===== config.mk =====
export PLATFORM = sky130hd
export DESIGN_NAME = sw_debounce
export DESIGN_NICKNAME = d
export VERILOG_FILES = /design/src/rtl/sw_debounce.sv
export SDC_FILE = /design/constraint.sdc
export NUM_CORES = 1
export LEC_CHECK = 0
export BUFFER_PORTS_ARGS = -buffer_cell sky130_fd_sc_hd__buf_2
export CORE_ASPECT_RATIO = 1.25
export CORE_MARGIN = 2
export CORE_UTILIZATION = 40
export CTS_CLUSTER_SIZE = 10
export DETAILED_ROUTE_END_ITERATION = 6
export PLACE_DENSITY_LB_ADDON = 0.1
export SYNTH_ARGS = -nofsm -noshare
export SYNTH_HDL_FRONTEND = slang
export SYNTH_SLANG_ARGS = --single-unit

===== constraint.sdc =====
create_clock -name CLOCK_50 -period 4.15 [get_ports CLOCK_50]
set_input_delay 0.6225 -clock CLOCK_50 [delete_from_list [all_inputs] [get_ports CLOCK_50]]
set_output_delay 0.6225 -clock CLOCK_50 [all_outputs]
set_load 0.01 [all_outputs]

===== src/rtl/sw_debounce.sv =====
// Two-flop synchroniser plus per-bit stability-counter debouncer for slide switches.
// Define SW_DEBOUNCE_EDGE_EN to build the registered rise/fall pulse outputs.
module sw_debounce #(
  parameter int N         = 10,
  parameter int DB_CYCLES = 500000,
  parameter int CNT_W     = 19
) (
  input  logic         CLOCK_50,
  input  logic         reset,
  input  logic [N-1:0] SW,
  output logic [N-1:0] SW_db,
  output logic [N-1:0] SW_rise,
  output logic [N-1:0] SW_fall
);

  typedef enum logic {
    ST_IDLE,
    ST_PENDING
  } db_state_e;

  localparam logic [CNT_W-1:0] LP_CNT_LAST = CNT_W'(DB_CYCLES - 1);

  logic [N-1:0]     r_s1;
  logic [N-1:0]     r_s2;
  logic [N-1:0]     r_stable;
  logic [CNT_W-1:0] r_cnt      [N];

  db_state_e        w_state    [N];
  logic [N-1:0]     w_stable_nxt;
  logic [CNT_W-1:0] w_cnt_nxt  [N];

  // NOTE: every output of this block gets a default before any branch, so no
  // path can leave a variable unassigned and infer a latch.
  always_comb begin
    w_stable_nxt = r_stable;
    for (int i = 0; i < N; i++) begin
      w_cnt_nxt[i] = '0;
      w_state[i]   = (r_s2[i] == r_stable[i]) ? ST_IDLE : ST_PENDING;
      case (w_state[i])
        ST_IDLE: w_cnt_nxt[i] = '0;
        ST_PENDING: begin
          if (r_cnt[i] == LP_CNT_LAST) begin
            w_stable_nxt[i] = r_s2[i];
            w_cnt_nxt[i]    = '0;
          end else begin
            w_cnt_nxt[i] = r_cnt[i] + CNT_W'(1);
          end
        end
        default: w_cnt_nxt[i] = '0;
      endcase
    end
  end

  // NOTE: state updates use non-blocking assignments so s2 samples the old s1
  // and every bit reads pre-edge values regardless of statement order.
  always_ff @(posedge CLOCK_50) begin
    if (reset) begin
      r_s1     <= '0;
      r_s2     <= '0;
      r_stable <= '0;
      // NOTE: the counter array is reset explicitly; it is small per-bit state,
      // not a RAM, and a stale count would give partial credit after reset.
      for (int i = 0; i < N; i++) r_cnt[i] <= '0;
    end else begin
      r_s1     <= SW;
      r_s2     <= r_s1;
      r_stable <= w_stable_nxt;
      for (int i = 0; i < N; i++) r_cnt[i] <= w_cnt_nxt[i];
    end
  end

  assign SW_db = r_stable;

`ifdef SW_DEBOUNCE_EDGE_EN
  logic [N-1:0] r_stable_prev;
  logic [N-1:0] r_rise;
  logic [N-1:0] r_fall;

  // Pulses land one cycle after the debounced level changes.
  always_ff @(posedge CLOCK_50) begin
    if (reset) begin
      r_stable_prev <= '0;
      r_rise        <= '0;
      r_fall        <= '0;
    end else begin
      r_stable_prev <= r_stable;
      r_rise        <= r_stable & ~r_stable_prev;
      r_fall        <= ~r_stable & r_stable_prev;
    end
  end

  assign SW_rise = r_rise;
  assign SW_fall = r_fall;
`else
  assign SW_rise = '0;
  assign SW_fall = '0;
`endif

endmodule


# After elaboration in Yosys (flattened, before gate mapping)
# Memories as Yosys holds them, arrays and structs flattened.
# Cells that the tools add are included.
[classes]
n_mux = 43
n_eq_ne = 20
add_sub_neg = 10
bitwise = 20
reduce_logical = 10
[op_table]
columns = ["cell", "count"]
rows = [
  ["$mux W19", 20],
  ["$pmux W19 S2", 10],
  ["$add A19 B1 Y19 const B", 10],
  ["$eq A19 B19 Y1 const B", 10],
  ["$reduce_and A2 Y1", 10],
  ["$mux W1", 13],
  ["$eq A1 B1 Y1", 10],
  ["$not A1 Y1", 10],
  ["$or A1 B1 Y1", 10],
]
[word_totals]
wordCells = 116
regBits = 30
ram_bits = 190
memories = 1
input_bits = 12
out_inout_bits = 30
[memory_table]
columns = ["memory", "depth", "width", "read_ports", "rd_clocked_by_memory_dff", "write_ports", "line", "rtl"]
rows = [
  ["r_cnt", 10, 19, 10, 0, 10, "26", "logic [CNT_W-1:0] r_cnt [N];"],
]

# Logic depth before layout (Yosys ltp)
# An unclocked memory read counts as a cell.
[logic_depth]
word_depth = 5
mapped_depth = 7
mapped_depth_nobuf = 5

# Least setup slack after synthesis
# No wires, ideal clock.
[synth_path]
kind = "reg-to-reg"
from = "memory r_cnt[5][0]"
to = "memory r_cnt[5][10]"
slack_ns = 2.125
arrival_time_ns = 1.907
period_less_slack_ns = 2.025
setup_time_ns = 0.118
t_required_ns = 4.032
path_buffers = 1
path_stages_with_launch = 6
path_cell_list = "dfxtp_1 > ha_1 > nand4_1 > o41ai_2 > buf_2 > nor2_1"
[synth_lines]
columns = ["item", "line"]
rows = [
  ["start: declaration", "26"],
]

==> run metrics <==
status=finished clean; register area share after synthesis=between 40% and 50%; largest family of logic cells by synthesized area=simple AND/OR/NAND/NOR gates; CP required=approximately 4.5 ns; max-slew violations=0; GP Congestion=about 0.77; post-CTS setup buffers=0; total CTS buffers=26; die width=between 100 and 150 um; first-pass GRT wire length=~33000 um; fin crit share=between 60% and 70%; H-tree depth=1; largest net degree at the start of global routing=33; final count of hold timing violations=0; Compound-Gate Fraction of Synth Area=about 5.7%; post-synthesis xor/xnor area fraction=13.22%; most frequent cells in the layout=dfxtp_1, nor2_1, xnor2_1, nand3_1, nand4_1; Core ar.=between 20000 and 25000 um^2; pre-CTS WS=about 1.5 ns; Synth Cell Area=slightly below 10000 um^2; Mapped Cells=between 1k and 1.5k; Netlist cell types=53; DP HPWL=around 13000 um; slew at the pin closest to its max-slew limit=~1.2 ns; Crit. End Element=flip-flop; Die Height=around 180 um; fin crit period=about 2.5 ns; Die Area=25950 um^2; Hold Path Stages=2; Yosys warnings=0; Yosys reg bits=220; unrepaired setup endpoints after global routing=false; top_reg_cell synth=dfxtp_1; CTS tree=yes; Fmax=393.4 MHz; Post-Synth Simple-Gate Area=30.37%; worst reg2reg setup slack=~1.6 ns; remaining global-route overflow=0; Clock Sink Count=220; vias=around 7.6k; DR WL/cell=approximately 13 um; crit path kind=reg2reg; min-delay worst type=in2reg; Post-synth EDFFs=0; post-route ant nets=0; CTS Hold Buffers Added=0; clock-pin transition on the worst setup and hold timing paths=0.06 ns; commonest non-fill, non-tap cell in the layout=dfxtp_1; Pre-antenna DRT Iters=6; Peak VDD IR=0.0002853 V; WP data arrival=2.90 ns; ys async rst share=0%; Lkg Pwr=approximately 3.1 nW; antenna violations before repair=0; layout cells sized above 1=~7.2%; clk buf depth=3; via density per instance=roughly 5.1; I/O pins=42; R2R cell count=5; vias in the first global route=7227; initial DRC count=around 320; Clock Latency Late Sink=between 0.5 and 0.6 ns; Final nets=between 1k and 1.5k; Root Buffer=clkbuf_16; Row Count=64; final worst slack=1.608 ns; drt drc=0; Post-Route WL=between 15000 and 20000 um; Post-Synth Adder-Cell Area=1.268%; GRT Util Overall=14.77%; Layout Skew=0.01524 ns; Area Overhead vs Synth=10.57%; filler instances=2479; endpoints failing setup=0; Buffers on Ports=21; Final TNS setup=0 ns; Syn Area/Cell=8.725 um^2; Crit Path Max Fanout=16; post-synthesis mux area share=0.3043%; Initial Util=about two fifths; Max Cap Viol=0; crit start category=flip-flop; diodes inserted=0; Power Density=~380 nW/um^2; post-CTS sizing=0; Rel. slew slack=20.69%
==> cells by family (layout without fill, tap and decap cells) <==
family,after synthesis,after routing
mux,3,3
fa+ha+maj,10,10
flops,220,220
xor+xnor,149,149
compound gates,85,85
buf+inv,88,98
other cells,1,20
simple gates,575,575
==> worst max-delay path: stages, from the launching register on <==
cell and delay [ns]:
dfxtp_1 0.40, ha_1 0.23, nand4_1 0.28, or2_2 0.41, o21bai_1 0.94, nor2_1 0.12
==> path summary, 6_finish.rpt <==
kind                    start          end
setup / recovery  r_cnt[8][0]  r_cnt[8][7]
hold / removal          SW[2]      r_s1[2]
setup reg to reg  r_cnt[8][0]  r_cnt[8][7]
hold reg to reg       r_s1[5]      r_s2[5]
==> per-layer routing <==
metal / wire, um / track usage [%] / part of all wire, % / vias to the layer above
li1: - / - / - / 3945
met1: 8599 / 18.60 / 46 / 3503
met2: 9124 / 26.05 / 49 / 71
met3: 529 / 2.238 / 2.8 / 35
met4: 429 / 3.961 / 2.3 / 0
met5: 0 / 0 / 0 / -
==> sequential cells by signal, summed over array words and instances (netlist names) <==
register and flops:
r_cnt 190, SW_db 10, r_s2 10, r_s1 10
==> stage by stage <==
| stage | cells | cell area, um^2 | utilization (%) | total power, W | hold WS [ns] |
|---|---|---|---|---|---|
| floorplan | 1150 | 9940 | - | 0.002233 | 0.4138 |
| global placement | 1457 | 10190 | 41.87 | 0.002234 | 0.4161 |
| detailed placement | 1457 | 10190 | 41.87 | 0.002234 | 0.4218 |
| CTS | 1490 | 10910 | 44.82 | 0.004271 | 0.2867 |
| global route | 1490 | 10910 | 44.82 | 0.004351 | 0.3106 |
| finish | 1490 | 10910 | 44.82 | 0.004182 | 0.3125 |
==> synth_stat cells, types with 10 or more instances <==
library cell    n  area share [%]
nand3_1        69             3.5
dfxtp_1       220              45
a21oi_1        31             1.6
buf_4          21             1.6
nor2_1        192             7.3
xnor2_1       108             9.6
clkbuf_1       18            0.68
nor2b_1        21             1.3
inv_1          40             1.5
or4_1          15             1.1
ha_1           10             1.3
o21ai_0        18            0.91
or3_1          18             1.1
nor4_1         44             2.8
and4_1         10            0.89
nand4_1        59             3.7
nor3_1         34             1.7
nand2_1        51             1.9
nor4b_1        10            0.89
xor2_1         41             3.6
o31ai_1        11            0.84
or2_2          12            0.76
==> layout make-up <==
class | instances | area [um^2] | area share [%]
Clock buffer | 32 | 714.4 | 6.547
Clock inverter | 1 | 5.005 | 0.04587
Inverter | 40 | 150.1 | 1.376
Multi-Input combinational cell | 842 | 5090 | 46.65
Sequential cell | 220 | 4404 | 40.36
Tap cell | 330 | 412.9 | 3.784
Timing Repair Buffer | 25 | 135.1 | 1.238
==> where the power goes <==
group	internal, W	switching [W]	total [W]	leakage, nW
combinational	0.0000175	0.0000380	0.0000556	1.00
sequential	0.00213	0.00000676	0.00213	1.78
clock	0.00118	0.000811	0.00199	0.355
total	0.00333	0.000856	0.00418	3.14
Note: power is estimated with default switching activity, not from simulation.
